File: src/rtl/dev_timer.sv
// Bus-mapped down-counting timer: CTRL/PRESET/COUNT/PRESC registers, IRQ out.
// Optional prescaler compiled in with `define TIMER_PRESCALE_EN.
module dev_timer #(
  parameter int PRESC_W = 8
) (
  input  logic        clk,
  input  logic        reset_n,
  input  logic [1:0]  Addr,
  input  logic        WE,
  input  logic [31:0] DIn,
  output logic [31:0] DOut,
  output logic        IRQ
);

  typedef enum logic [1:0] {
    IDLE,
    LOAD,
    CNT,
    INT
  } state_t;

  state_t      state;
  state_t      state_n;
  logic [3:0]  ctrl;
  logic [31:0] preset;
  logic [31:0] count;
  logic [31:0] count_n;
  logic        irq_flag;
  logic        flag_set;
  logic        en_clr;
  logic        tick;

  logic en;
  logic im;
  logic reload;
  logic ctrl_wr;
  logic preset_wr;

  assign en        = ctrl[0];
  assign im        = ctrl[3];
  assign reload    = (ctrl[2:1] == 2'b01);
  assign ctrl_wr   = WE && (Addr == 2'd0);
  assign preset_wr = WE && (Addr == 2'd1);

`ifdef TIMER_PRESCALE_EN
  logic [PRESC_W-1:0] presc;
  logic [PRESC_W-1:0] psc_cnt;

  assign tick = (psc_cnt == presc);

  always_ff @(posedge clk or negedge reset_n) begin
    if (!reset_n) begin
      presc   <= '0;
      psc_cnt <= '0;
    end else begin
      if (WE && (Addr == 2'd3))
        presc <= DIn[PRESC_W-1:0];
      if (state == LOAD)
        psc_cnt <= '0;
      else if (state == CNT)
        psc_cnt <= tick ? '0 : psc_cnt + 1'b1;
    end
  end
`else
  assign tick = 1'b1;
`endif

  always_ff @(posedge clk or negedge reset_n) begin
    if (!reset_n)
      state <= IDLE;
    else
      state <= state_n;
  end

  always_comb begin
    state_n  = state;
    count_n  = count;
    flag_set = 1'b0;
    en_clr   = 1'b0;
    case (state)
      IDLE: begin
        if (en)
          state_n = LOAD;
      end
      LOAD: begin
        count_n = preset;
        state_n = CNT;
      end
      CNT: begin
        if (!en) begin
          state_n = IDLE;
        end else if (count == 32'd0) begin
          state_n  = INT;
          flag_set = !reload;
        end else if (tick) begin
          count_n = count - 32'd1;
          if (count == 32'd1) begin
            state_n  = INT;
            flag_set = !reload;
          end
        end
      end
      INT: begin
        if (reload) begin
          state_n = LOAD;
        end else begin
          en_clr  = 1'b1;
          state_n = IDLE;
        end
      end
      default: state_n = IDLE;
    endcase
  end

  // A bus write to CTRL beats the FSM's one-shot Enable clear.
  always_ff @(posedge clk or negedge reset_n) begin
    if (!reset_n) begin
      ctrl     <= '0;
      preset   <= '0;
      count    <= '0;
      irq_flag <= 1'b0;
    end else begin
      count <= count_n;
      if (preset_wr)
        preset <= DIn;
      if (ctrl_wr)
        ctrl <= DIn[3:0];
      else if (en_clr)
        ctrl[0] <= 1'b0;
      if (ctrl_wr)
        irq_flag <= 1'b0;
      else if (flag_set)
        irq_flag <= 1'b1;
    end
  end

  assign IRQ = im && (irq_flag || ((state == INT) && reload));

  always_comb begin
    DOut = '0;
    unique case (Addr)
      2'd0: DOut = {28'd0, ctrl};
      2'd1: DOut = preset;
      2'd2: DOut = count;
`ifdef TIMER_PRESCALE_EN
      2'd3: DOut = {{(32-PRESC_W){1'b0}}, presc};
`else
      2'd3: DOut = {{(32-PRESC_W){1'b0}}, {PRESC_W{1'b0}}};
`endif
    endcase
  end

endmodule

File: config.mk
export PLATFORM = sky130hd
export DESIGN_NAME = dev_timer
export DESIGN_NICKNAME = d
export VERILOG_FILES = /design/src/rtl/dev_timer.sv
export SDC_FILE = /design/constraint.sdc
export NUM_CORES = 1
export LEC_CHECK = 0
export CORE_MARGIN = 2
export CORE_UTILIZATION = 48
export DETAILED_ROUTE_END_ITERATION = 6
export PLACE_DENSITY_LB_ADDON = 0.12
export SETUP_SLACK_MARGIN = 0.4
export SLEW_MARGIN = 20
export SYNTH_ARGS = -nofsm -noshare
export SYNTH_HDL_FRONTEND = slang
export SYNTH_SLANG_ARGS = --single-unit
File: constraint.sdc
create_clock -name clk -period 2.6 [get_ports clk]
set_input_delay 0.39 -clock clk [delete_from_list [all_inputs] [get_ports clk]]
set_output_delay 0.39 -clock clk [all_outputs]
set_load 0.03 [all_outputs]
# Yosys cells after proc, flatten, opt, wreduce, memory -nomap -nowiden

Cells that the tools add are included.

Input bits: 37
Memories: 0
Register bits: 71
Latch bits: 0
Output and inout port bits: 33
Word-level logic and storage cells: 53
Bits in read-only memories: 0
RAM bits: 0

Reduce and logical (&&, ||, !) cells: 14
Muxes and demuxes: 20
Magnitude comparators: 0
Equal/unequal tests: 12
Add/subtract/negate cells: 1
Shifts and indexed selects: 0
Multiply operators: 0
Bitwise gates (word level): 0
Div/mod/pow operators: 0

Operators by type and width:

| operator                                             | number |
|---|---|
| one-hot mux 32 bit (4 select lines)                  | 1 |
| 2-to-1 mux 32 bit                                    | 2 |
| one-hot mux 32 bit (2 select lines)                  | 1 |
| equality test 32 x 1 -> 1 bit, second input constant | 1 |
| zero test 32 bit                                     | 1 |
| subtractor 32 x 1 -> 32 bit, second input constant   | 1 |
| 2-to-1 mux 1 bit                                     | 11 |
| equality test 2 bit, second input constant           | 4 |
| 2-to-1 mux 2 bit                                     | 4 |
| one-hot mux 2 bit (4 select lines)                   | 1 |
| equality test 2 x 1 -> 1 bit, second input constant  | 3 |
| != test 2 bit, second input constant                 | 3 |
| nonzero test 2 bit                                   | 3 |
| logical AND 1 bit                                    | 4 |
| zero test 2 bit                                      | 2 |
| != test 4 bit, second input constant                 | 1 |
| AND reduction 3 bit                                  | 1 |
| AND reduction 2 bit                                  | 1 |
| zero test 1 bit                                      | 1 |
| logical OR 1 bit                                     | 1 |

# Depth between registers and ports, before layout

Gate-level depths: netlist of run 1.

Depth in word-level cells: 8
Mapped depth: 9
Depth with buffers taken out: 7

# Worst setup path after synthesis of run 1

Ideal clock, no wire load.

Path type: register to register
From: register count[0]
To: register count[19]
Arrival: 2.232 ns
Setup time: 0.144 ns
Cell stages (with the launch flop): 10
Data required time: 2.456 ns
Path slack: 0.224 ns
Clock period less this slack: 2.376 ns
Buffers on the path: 2
Cells stage by stage: dfrtp_1 -> inv_1 -> ha_1 -> nor3b_2 -> nand4_2 -> or4_1 -> buf_2 -> buf_6 -> a31oi_1 -> a21oi_1

Cells in the longest elaborated chain, start to end: 4
Elaborated cells on any way between the ends: 7
Those cells by class: add/sub: 1; eq/ne: 1; mux: 3; reduce/logical: 2

Ends and longest elaborated chain:

| element                             | RTL line | text |
|---|---|---|
| start: declaration                  | 26       | `logic [31:0] count;` |
| start signal: assignment            | 123      | `count <= count_n;` |
| subtractor 32 x 1 -> 32 bit         | 96       | `count_n = count - 32'd1;` |
| 2-to-1 mux 32 bit                   | 92       | `end else if (count == 32'd0) begin` |
| 2-to-1 mux 32 bit                   | 90       | `if (!en) begin` |
| one-hot mux 32 bit (2 select lines) | 80       | `case (state)` |

Parallel ways exist; a longest one is shown, timed or not. The select of a mux whose other input is x is not followed.
A chain may end at the register's enable or synchronous reset.

# Worst setup path after layout of run 1

From: register count[26]
To: register count[19]

Cells in the longest elaborated chain, start to end: 3

Ends and longest elaborated chain:

| element                       | RTL line |
|---|---|
| zero test 32 bit              | 92 |
| != test 2 bit (no line)       | - |
| AND reduction 3 bit (no line) | - |

Every way passes these cells.

==> results of run 1 <==
==> synth_stat cells (3+ instances only) <==
cell	number
sky130_fd_sc_hd__nand2b_1	3
sky130_fd_sc_hd__clkbuf_1	21
sky130_fd_sc_hd__o21ai_0	27
sky130_fd_sc_hd__nor3_1	12
sky130_fd_sc_hd__nor4_4	4
sky130_fd_sc_hd__nand2_1	36
sky130_fd_sc_hd__nand3_1	14
sky130_fd_sc_hd__o31ai_1	7
sky130_fd_sc_hd__buf_1	5
sky130_fd_sc_hd__o2bb2ai_1	5
sky130_fd_sc_hd__mux2i_1	4
sky130_fd_sc_hd__mux2_2	35
sky130_fd_sc_hd__o22ai_1	7
sky130_fd_sc_hd__dfrtp_1	71
sky130_fd_sc_hd__nor2b_1	7
sky130_fd_sc_hd__buf_6	3
sky130_fd_sc_hd__or3_1	4
sky130_fd_sc_hd__nor4_1	12
sky130_fd_sc_hd__inv_1	8
sky130_fd_sc_hd__o41ai_1	4
sky130_fd_sc_hd__nor2_1	17
sky130_fd_sc_hd__a21oi_1	22
sky130_fd_sc_hd__a31oi_1	10
sky130_fd_sc_hd__a22o_1	32
sky130_fd_sc_hd__a22oi_1	4
sky130_fd_sc_hd__nor3b_1	3
==> metal layers <==
layer / vias to the layer above / part of all wire, % / global-route usage (%)
li1: 1757 / - / -
met1: 1855 / 47 / 34.3
met2: 137 / 46 / 36.8
met3: 13 / 5.3 / 4.05
met4: 0 / 1.4 / 8.56
met5: - / 0 / 0
==> cell families after synthesis <==
kind of cell               Yosys count  synth area share, %
DFF                                 71                 42.9
muxes                               39                 10.5
buffers and inverters               40                 4.32
AOI/OAI and AO/OA                  137                 23.7
adders and majority gates            2                0.604
and+or+nand+nor                    128                 18.1
==> path summary, 6_finish.rpt <==
kind                       slack [ns]                    end  cells after the start                   from
max                              0.48  count[19]$_DFFE_PN0P_                      6  count[26]$_DFFE_PN0P_
max reg2reg                      0.48  count[19]$_DFFE_PN0P_                      6  count[26]$_DFFE_PN0P_
min                              0.05  preset[1]$_DFFE_PN0P_                      2                reset_n
min reg2reg                      0.50   irq_flag$_DFFE_PN0P_                      2   irq_flag$_DFFE_PN0P_
max in group asynchronous        2.21  count[22]$_DFFE_PN0P_                      2                reset_n
min in group clk                 0.50   irq_flag$_DFFE_PN0P_                      2   irq_flag$_DFFE_PN0P_
==> power groups by stage <==
stage               Clock [µW]  Sequential, µW  Combinational (µW)
global placement             0            2020                2220
finish                     846            2040                2350
detailed placement           0            2020                2240
CTS                        853            2000                2280
floorplan                    0            1830                1660
global route               902            2100                2560
==> flip-flops by register name, indices dropped and copies added (netlist names) <==
| name | flops |
|---|---|
| ctrl | 4 |
| state | 2 |
| preset | 32 |
| count | 32 |
| irq_flag | 1 |
==> cells in the final DEF, fill, tap and decap left out, types with 7 or more instances in the layout <==
master | Yosys | routed
sky130_fd_sc_hd__dfrtp_1 | 71 | 65
sky130_fd_sc_hd__buf_4 | 1 | 57
sky130_fd_sc_hd__nor3_1 | 12 | 12
sky130_fd_sc_hd__mux2_2 | 35 | 35
sky130_fd_sc_hd__o22ai_1 | 7 | 7
sky130_fd_sc_hd__nand3_1 | 14 | 13
sky130_fd_sc_hd__nor4_1 | 12 | 11
sky130_fd_sc_hd__a31oi_1 | 10 | 10
sky130_fd_sc_hd__nor2_1 | 17 | 16
sky130_fd_sc_hd__o21ai_0 | 27 | 27
sky130_fd_sc_hd__a22o_1 | 32 | 32
sky130_fd_sc_hd__clkbuf_8 | 0 | 13
sky130_fd_sc_hd__nand2_1 | 36 | 36
sky130_fd_sc_hd__o31ai_1 | 7 | 7
sky130_fd_sc_hd__a21oi_1 | 22 | 21
sky130_fd_sc_hd__clkdlybuf4s50_1 | 0 | 33
==> worst reg2reg max path, cell delays in order (launching register included) <==
cell and delay [ns]:
sky130_fd_sc_hd__dfrtp_2 0.45, sky130_fd_sc_hd__nor4_4 0.39, sky130_fd_sc_hd__nand4_4 0.13, sky130_fd_sc_hd__or4_4 0.60, sky130_fd_sc_hd__buf_8 0.18, sky130_fd_sc_hd__a31oi_1 0.17, sky130_fd_sc_hd__a21oi_1 0.06
==> final cells by class <==
class	count	area (µm²)
clock buffers	14	183
fillers	700	3030
inverters	8	32.5
multi-input cells	306	2260
flip-flops and latches	71	1780
well taps	105	131
repair buffers	100	882
==> metrics by stage <==
stage / cell area (µm²) / power [µW] / worst slack (ns) / hold WS [ns] / cells
2_1_floorplan: 4170 / 3500 / 0.425 / 0.0944 / 417
3_3_place_gp: 4980 / 4240 / 0.341 / 0.452 / 585
3_5_place_dp: 4980 / 4260 / 0.306 / 0.453 / 585
4_1_cts: 5180 / 5130 / 0.392 / 0.0800 / 601
5_1_grt: 5270 / 5560 / 0.376 / 0.0872 / 604
6_report: 5270 / 5240 / 0.483 / 0.0550 / 604
==> what timing repair did <==
item / CTS / global route
pin swaps: 4 / 3
buffers inserted: 2 / 3
gates resized for setup: 5 / 19
hold endpoints to repair: 0 / 0
gates cloned: 0 / 0
endpoints found under the setup margin: 49 / 64
==> impl_metrics.ini, run 1 <==
[setup_path]
longest_individual_stage_delay_on_the_worst_path_ns = 0.60
critical_path.endpoint_type = register
critPathRequiredTime_ns = 2.81
worst-path-buf-inv = 1
worst_path_max_delay_cell = sky130_fd_sc_hd__or4_4
crit_path_cell_trace = nor4_4 > nand4_4 > or4_4 > buf_8 > a31oi_1 > a21oi_1
cp_top_family = simple AND/OR/NAND/NOR gates
timing.critical_path.arrival_ns = 2.33
critical_path.max_fanout = 14
crit_type = reg -> reg
startpoint_type = register

[finish]
antenna_cells_inserted = 0
drive_above_1_share_pct = 29.1
final_core_util_pct = 63.5
area_growth_pct = 27.2
layout.nets = 535

[placement]
detailed_place_hpwl_um = 7810
gp_congestion = 0.867
place.port_buffers = 69

[logic_synthesis]
async_reset_ff_share_pct = 100
postSynthCellCount = 417
yosys_warnings = 0
postSynthNetCount = 456
cell_area_synth_um2 = 4150
synth_edf_count = 0
synth-main-ff-cell = sky130_fd_sc_hd__dfrtp_1
synth.lib_cells_used.distinct = 56
synth_largest_type_area_fraction_pct = 42.9
most_area_consuming_cells_after_synthesis = sky130_fd_sc_hd__dfrtp_1 43%, sky130_fd_sc_hd__mux2_2 9.5%, sky130_fd_sc_hd__a22o_1 6.8%, sky130_fd_sc_hd__nand2_1 3.3%, sky130_fd_sc_hd__o21ai_0 3.3%
ys_seq_area_share_pct = 42.9
netlist.top_cell.by_area = sky130_fd_sc_hd__dfrtp_1
syn_area_per_cell_um2 = 9.94
synthesis_stage_register_bit_count = 71

[pwr]
clock_power_share_pct = 16.2
pwr-share-comb_pct = 44.9
p_switching_uw = 2270
power_leakage_uw = 0.00218
power_density_nw_per_um2 = 993
pwr-share-seq_pct = 39.0
vdd_drop_max_mv = 0.470
p_int_uw = 2960
power.switching_fraction_pct = 43.4

[timing]
finalSetupTns_ns = 0
post_layout_min_period_ns = 2.12
worst_slew_margin_pct = 63.5
final_min_period_over_clock_period_pct = 81.4
worst-slew-pin-transition_ns = 0.543
slew_viol_final = 0
unrepaired_setup_endpoints_after_global_routing = yes
fmax_mhz = 472
clock-skew-final_ns = 0.00748
setup_violations = 0
timing.final.hold_violations = 0

[clock_network]
clock_path_buffers = 2
clock_insertion_delay_worst_skew_ns = 0.35
cts_buffers = 9
h-tree-depth = 3
worst_setup_hold_path_clk_slew_ns = 0.07
numClockSinks = 71
cts_tree = done
post_cts_hold_buffer_count = 0
clockRootBuffer = sky130_fd_sc_hd__clkbuf_8

[global_route]
number_of_global_route_vias_before_repair = 3590
grt_start_max_net_pins = 72
grt_pass1_wl_um = 18600
globalRoute.totalOverflow = 0
antenna_violations_before_repair = 0
groute.usage.overall_pct = 24.0

[detailed_routing]
post_drt_wl_per_cell_um = 18.8
routed_wl_um = 11400
route.vias.total = 3762
post_drt_via_cell_ratio = 6.23
first_pass_iters = 5
drt_drc_violations_left = 0
drtIter0Drc = 230
postRouteAntennaNets = 0

[floorplan]
initial_core_utilization_pct = 49.9
chipWidth_um = 96.9
fp.dieArea_um2 = 9400
die_height_um = 96.9
floorplan.rows = 33
core_area_um2 = 8300
design.portCount = 70

[worst_hold_path]
hold_path_class = in -> async

[flow_run]
maxCapViolCount = 0

[outcome]
outcome = completed
(Power assumes the default switching activity.)
==> inputs of run 2 (changes only) <==
--- a/config.mk
+++ b/config.mk
@@ -6,7 +6,7 @@
 export NUM_CORES = 1
 export LEC_CHECK = 0
 export CORE_MARGIN = 2
-export CORE_UTILIZATION = 48
+export CORE_UTILIZATION = 54
 export DETAILED_ROUTE_END_ITERATION = 6
 export PLACE_DENSITY_LB_ADDON = 0.12
 export SETUP_SLACK_MARGIN = 0.4
==> constraint.sdc (replaced) <==
create_clock -name clk -period 2.1 [get_ports clk]
set_input_delay 0.315 -clock clk [delete_from_list [all_inputs] [get_ports clk]]
set_output_delay 0.315 -clock clk [all_outputs]
set_load 0.03 [all_outputs]
==> run 2 against run 1 <==
Global-route usage up 6.6 points. Largest power group unchanged. Critical path depth increased by 2. Utilization is 17 points higher. First-iteration DRC count increased by 66%. Power increased by 44%. The run now ends with negative hold slack, negative setup slack left. Count of clock-buffer cells in the layout shrank 3. Flip-flop and latch count did not move.
==> impl_metrics.ini, run 2 (same netlist as run 1, synthesis figures left out) <==
[flow_run]
maxCapViolCount = 0

[clock_network]
clock_path_buffers = 2
cts_tree = done
worst_setup_hold_path_clk_slew_ns = 0.08
clockRootBuffer = sky130_fd_sc_hd__clkbuf_8
post_cts_hold_buffer_count = 0
h-tree-depth = 3
clock_insertion_delay_worst_skew_ns = 0.35
cts_buffers = 9
numClockSinks = 71

[setup_path]
startpoint_type = register
endpoint = count[25]$_DFFE_PN0P_
reg2regPathDepth = 8
r2r_setup_slack_ns = -0.03
timing.critical_path.arrival_ns = 2.36
crit_type = reg -> reg
critPathRequiredTime_ns = 2.33
regToRegStartpoint = count[25]$_DFFE_PN0P_
critical_path.endpoint_type = register
critical_path.max_fanout = 5
cp-startpoint = count[25]$_DFFE_PN0P_
r2r-end = count[25]$_DFFE_PN0P_

[outcome]
violated_checks = negative hold slack, negative setup slack
outcome = complete, but fails checks

[timing]
worst_slew_margin_pct = 64.1
fmax_mhz = 469
post_layout_min_period_ns = 2.13
worst-slew-pin-transition_ns = 0.533
setup_violations = 4
clock-skew-final_ns = 0.0129
hold-worst-slack_ns = -0.00820
final_min_period_over_clock_period_pct = 101
timing.final.hold_violations = 8
unrepaired_setup_endpoints_after_global_routing = yes
postLayoutSetupSlackWorst_ns = -0.0308
slew_viol_final = 0

[floorplan]
initial_core_utilization_pct = 56.5
floorplan.rows = 31
core_area_um2 = 7330
die_height_um = 91.6
design.portCount = 70
fp.dieArea_um2 = 8390
chipWidth_um = 91.6

[global_route]
number_of_global_route_vias_before_repair = 3971
grt_start_max_net_pins = 72
antenna_violations_before_repair = 0
grt_pass1_wl_um = 20400
globalRoute.totalOverflow = 0
groute.usage.overall_pct = 30.6

[detailed_routing]
post_drt_via_cell_ratio = 6.47
drtIter0Drc = 381
routed_wl_um = 13300
route.vias.total = 4159
drt_drc_violations_left = 0
postRouteAntennaNets = 0
first_pass_iters = 4
post_drt_wl_per_cell_um = 20.7

[pwr]
power_leakage_uw = 0.00248
vdd_drop_max_mv = 0.714
power_density_nw_per_um2 = 1270

[finish]
final_core_util_pct = 80.8
layout.nets = 579
layout_top_registers = count: 32 flops, preset: 32 flops, ctrl: 4 flops
area_growth_pct = 43.0
multi_input_logic_area_um2 = 2550
antenna_cells_inserted = 0
count_of_fill_cells_added_during_filler_insertion = 455
layout_common_cells = 89 x sky130_fd_sc_hd__buf_4, 70 x sky130_fd_sc_hd__dfrtp_1, 36 x sky130_fd_sc_hd__nand2_1
layout_commonest_cell = sky130_fd_sc_hd__buf_4
drive_above_1_share_pct = 46.3
final-seq-area_um2 = 1780

[placement]
detailed_place_hpwl_um = 8680
place.port_buffers = 69
gp_congestion = 0.899

[worst_hold_path]
hold_path_class = in -> async
-- run 2: cell count changes in the layout (fill, tap and decap cells not counted), moves of 5 or more --
| cell | change |
|---|---|
| sky130_fd_sc_hd__buf_4 | +32 |
| sky130_fd_sc_hd__a22o_1 | -26 |
| sky130_fd_sc_hd__a22o_2 | +26 |
| sky130_fd_sc_hd__o21ai_0 | -13 |
| sky130_fd_sc_hd__o21ai_2 | +12 |
| sky130_fd_sc_hd__buf_6 | +9 |
| sky130_fd_sc_hd__dfrtp_1 | +5 |
| sky130_fd_sc_hd__dfrtp_2 | -5 |
| sky130_fd_sc_hd__o22ai_1 | -5 |
| sky130_fd_sc_hd__o22ai_2 | +5 |
| sky130_fd_sc_hd__o2bb2ai_1 | -5 |
| sky130_fd_sc_hd__o2bb2ai_2 | +5 |
-- run 2: how the worst min path moves through the flow --
stage | end | from | cells past startpoint
finish | ctrl[2]$_DFFE_PN0P_ | reset_n | 2
global route | ctrl[2]$_DFFE_PN0P_ | reset_n | 2
CTS | preset[2]$_DFFE_PN0P_ | reset_n | 2
detailed placement | preset[2]$_DFFE_PN0P_ | reset_n | 2
global placement | preset[2]$_DFFE_PN0P_ | reset_n | 2
floorplan | count[0]$_DFFE_PN0P_ | reset_n | 0
-- run 2: what timing repair did --
action	in CTS	in global routing
pin swaps	16	19
setup buffers	2	9
endpoints found under the setup margin	67	66
gates cloned	2	2
resized for setup	41	52
-- run 2: worst max-delay path, stage by stage (launching register included) --
cell,delay [ns]
sky130_fd_sc_hd__dfrtp_1,0.41
sky130_fd_sc_hd__nor4_4,0.39
sky130_fd_sc_hd__nand4_4,0.15
sky130_fd_sc_hd__buf_6,0.15
sky130_fd_sc_hd__buf_8,0.12
sky130_fd_sc_hd__nor4_4,0.31
sky130_fd_sc_hd__buf_4,0.20
sky130_fd_sc_hd__nor2_4,0.07
sky130_fd_sc_hd__a22o_1,0.21
-- run 2: final cells by class --
| cell class | instances | area share (%) |
|---|---|---|
| inverters | 8 | 0.507 |
| clock inverters | 4 | 0.802 |
| multi-input cells | 307 | 43.0 |
| flip-flops and latches | 71 | 30.0 |
| repair buffers | 143 | 21.3 |
| well taps | 99 | 2.09 |
| clock buffers | 11 | 2.22 |
-- run 2: metrics by stage --
step / area, µm² / setup WS [ns] / instances / power, µW / setup TNS [ns]
finish: 5930 / -0.0308 / 643 / 7510 / -0.0579
global route: 5930 / -0.0972 / 643 / 7890 / -0.848
CTS: 5660 / 0.0496 / 632 / 7030 / 0
detailed placement: 5300 / -0.0222 / 613 / 5760 / -0.0222
global placement: 5300 / 0.0305 / 613 / 5670 / 0
floorplan: 4250 / -0.0666 / 417 / 4400 / -0.521
-- run 2: power breakdown --
group / internal (µW) / total [µW] / switching, µW
Combinational: 1840 / 4090 / 2250
Clock: 540 / 1070 / 526
Sequential: 1820 / 2360 / 541
Total: 4200 / 7510 / 3310
-- run 2: per-layer routing --
metal / wire, µm / GRT usage, % / vias to the layer above
met5: 0 / 0 / -
met3: 923 / 4.52 / 38
li1: - / - / 1848
met1: 5650 / 42.6 / 2066
met2: 6410 / 48.0 / 207
met4: 352 / 12.5 / 0
==> inputs of run 3 (changes only) <==
==> constraint.sdc (replaced) <==
create_clock -name clk -period 2.4 [get_ports clk]
set_input_delay 0.36 -clock clk [delete_from_list [all_inputs] [get_ports clk]]
set_output_delay 0.36 -clock clk [all_outputs]
set_load 0.03 [all_outputs]
==> run 3 against run 2 <==
The flow finishes with violations (design-rule violations). Sequential power shrank 8%. Power fell by 18%. Clock power is 18% lower. Register-to-register slack improved by 0.29 ns. Sequential share of layout area increased by 1.8 points. Flip-flop and latch count unchanged. Clock skew shrank 0.00068 ns. Routed wire length fell by 3.2%. Global-route usage fell by 0.74 points. Combinational power shrank 23%. Die area unchanged. Largest cell class unchanged.
==> impl_metrics.ini, run 3 (same netlist as run 1, synthesis figures left out) <==
[clock_network]
cts_tree = done
clock_insertion_delay_worst_skew_ns = 0.35
worst_setup_hold_path_clk_slew_ns = 0.08
clockRootBuffer = sky130_fd_sc_hd__clkbuf_8
clock_path_buffers = 2
numClockSinks = 71
post_cts_hold_buffer_count = 0
cts_buffers = 9
h-tree-depth = 3

[pwr]
pwr-share-seq_pct = 35.1
p_switching_uw = 2760
clock_power_share_pct = 14.2
vdd_drop_max_mv = 0.563
power_leakage_uw = 0.00231
pwr-share-comb_pct = 50.7
p_total_uw = 6170
power.switching_fraction_pct = 44.6
power_density_nw_per_um2 = 1100
p_int_uw = 3420

[finish]
layout_common_cells = 67 x sky130_fd_sc_hd__dfrtp_1, 64 x sky130_fd_sc_hd__buf_4, 35 x sky130_fd_sc_hd__nand2_1, 35 x sky130_fd_sc_hd__mux2_2, 33 x sky130_fd_sc_hd__clkdlybuf4s50_1
antenna_cells_inserted = 0
postLayoutCellArea_um2 = 5610
drive_above_1_share_pct = 38.2
layout.nets = 550
layout_commonest_cell = sky130_fd_sc_hd__dfrtp_1
layout_top_registers = count: 32 flops, preset: 32 flops, ctrl: 4 flops
area_growth_pct = 35.3

[setup_path]
crit_type = reg -> reg
critical_path.endpoint_type = register
crit_path_cell_trace = nor4_4 > nand4_2 > or4_4 > buf_12 > a31oi_4 > a21oi_2
timing.critical_path.arrival_ns = 2.37
critPathRequiredTime_ns = 2.62
worst-path-buf-inv = 1
endpoint = count[4]$_DFFE_PN0P_
cp_top_family = simple AND/OR/NAND/NOR gates
r2r-end = count[4]$_DFFE_PN0P_
longest_individual_stage_delay_on_the_worst_path_ns = 0.58
reg2regPathDepth = 6
cp.depth = 6
regToRegStartpoint = count[12]$_DFFE_PN0P_
worst_path_max_delay_cell = sky130_fd_sc_hd__or4_4
r2r_setup_slack_ns = 0.25
startpoint_type = register
critical_path.max_fanout = 7
cp-startpoint = count[12]$_DFFE_PN0P_

[placement]
place.port_buffers = 69
detailed_place_hpwl_um = 8180
gp_congestion = 0.919
detailed_place.area_um2 = 5050

[timing]
setup_violations = 0
slew_viol_final = 0
final_min_period_over_clock_period_pct = 89.4
unrepaired_setup_endpoints_after_global_routing = yes
timing.final.hold_violations = 0
worst_slew_margin_pct = 61.3
clock-skew-final_ns = 0.0122
hold-worst-slack_ns = 0.0351
finalSetupTns_ns = 0
fmax_mhz = 466
worst-slew-pin-transition_ns = 0.576
post_layout_min_period_ns = 2.15

[floorplan]
design.portCount = 70
floorplan.rows = 31
die_height_um = 91.6
initial_core_utilization_pct = 56.5
fp.dieArea_um2 = 8390
chipWidth_um = 91.6
core_area_um2 = 7330

[detailed_routing]
drtIter0Drc = 388
post_drt_via_cell_ratio = 6.60
routed_wl_um = 12900
drt_drc_violations_left = 5
route.vias.total = 4038
first_pass_iters = 7
post_drt_wl_per_cell_um = 21.1
postRouteAntennaNets = 0

[outcome]
violated_checks = design-rule violations
outcome = complete, but fails checks

[global_route]
number_of_global_route_vias_before_repair = 3969
antenna_violations_before_repair = 0
grt_pass1_wl_um = 19900
globalRoute.totalOverflow = 0
groute.usage.overall_pct = 29.8
grt_start_max_net_pins = 72

[worst_hold_path]
hold_path_class = in -> async

[flow_run]
maxCapViolCount = 0
[run 3: cell count changes in the layout (fill, tap and decap cells not counted), sizes merged]
cell,previous run,this run
buf,107,78
bufinv,1,0
clkbuf,13,14
clkinv,2,1
clkinvlp,1,0
dlymetal6s2s,0,1
nor2,18,17
[run 3: how the worst min path moves through the flow]
stage	startpoint	endpoint	slack (ns)	depth (start not counted)
finish	reset_n	ctrl[1]$_DFFE_PN0P_	0.04	2
global route	reset_n	preset[1]$_DFFE_PN0P_	0.07	2
CTS	reset_n	preset[1]$_DFFE_PN0P_	0.06	2
detailed placement	reset_n	preset[1]$_DFFE_PN0P_	0.42	2
global placement	reset_n	preset[1]$_DFFE_PN0P_	0.42	2
floorplan	reset_n	count[0]$_DFFE_PN0P_	0.06	0
[run 3: power groups by stage]
| stage | clock network (µW) | logic [µW] | registers, µW |
|---|---|---|---|
| after detailed placement | 0 | 2610 | 2120 |
| after floorplan | 0 | 1830 | 1990 |
| after global routing | 931 | 3340 | 2220 |
| after CTS | 875 | 2760 | 2120 |
| final | 874 | 3130 | 2170 |
| after global placement | 0 | 2540 | 2110 |
[run 3: area by class of cell]
cell class,count,area (µm²)
Clock buffer,12,165
Clock inverter,1,5.00
Fill cell,498,1720
Inverter,8,30.0
Multi-Input combinational cell,306,2440
Sequential cell,71,1780
Tap cell,99,124
Timing Repair Buffer,115,1060
[run 3: timing repair]
| action | 4_1_cts | 5_1_grt |
|---|---|---|
| gates cloned | 0 | 2 |
| buffers inserted | 5 | 4 |
| gates resized for setup | 28 | 42 |
| pin swaps | 5 | 16 |
| endpoints found under the setup margin | 65 | 62 |
[run 3: stage by stage]
step / worst slack (ns) / instances / utilization [%]
global placement: 0.214 / 588 / 68.9
CTS: 0.357 / 606 / 73.1
global route: 0.195 / 612 / 76.5
finish: 0.254 / 612 / 76.5
detailed placement: 0.158 / 588 / 68.9
floorplan: 0.225 / 417 / -
[run 3: routing by layer]
metal  vias up  wire (µm)  track usage, %
met5         -          0               0
met3        44        922            4.60
met1      1989       5390            41.0
li1       1785          -               -
met4         0        407            14.9
met2       220       6190            46.0
[run 3: worst register-to-register path, delay by kind of cell, from the launching register on]
family	cells	cell delay, ns
and+or+nand+nor	3	1.12
DFF	1	0.51
AOI/OAI and AO/OA	2	0.21
buffers and inverters	1	0.18
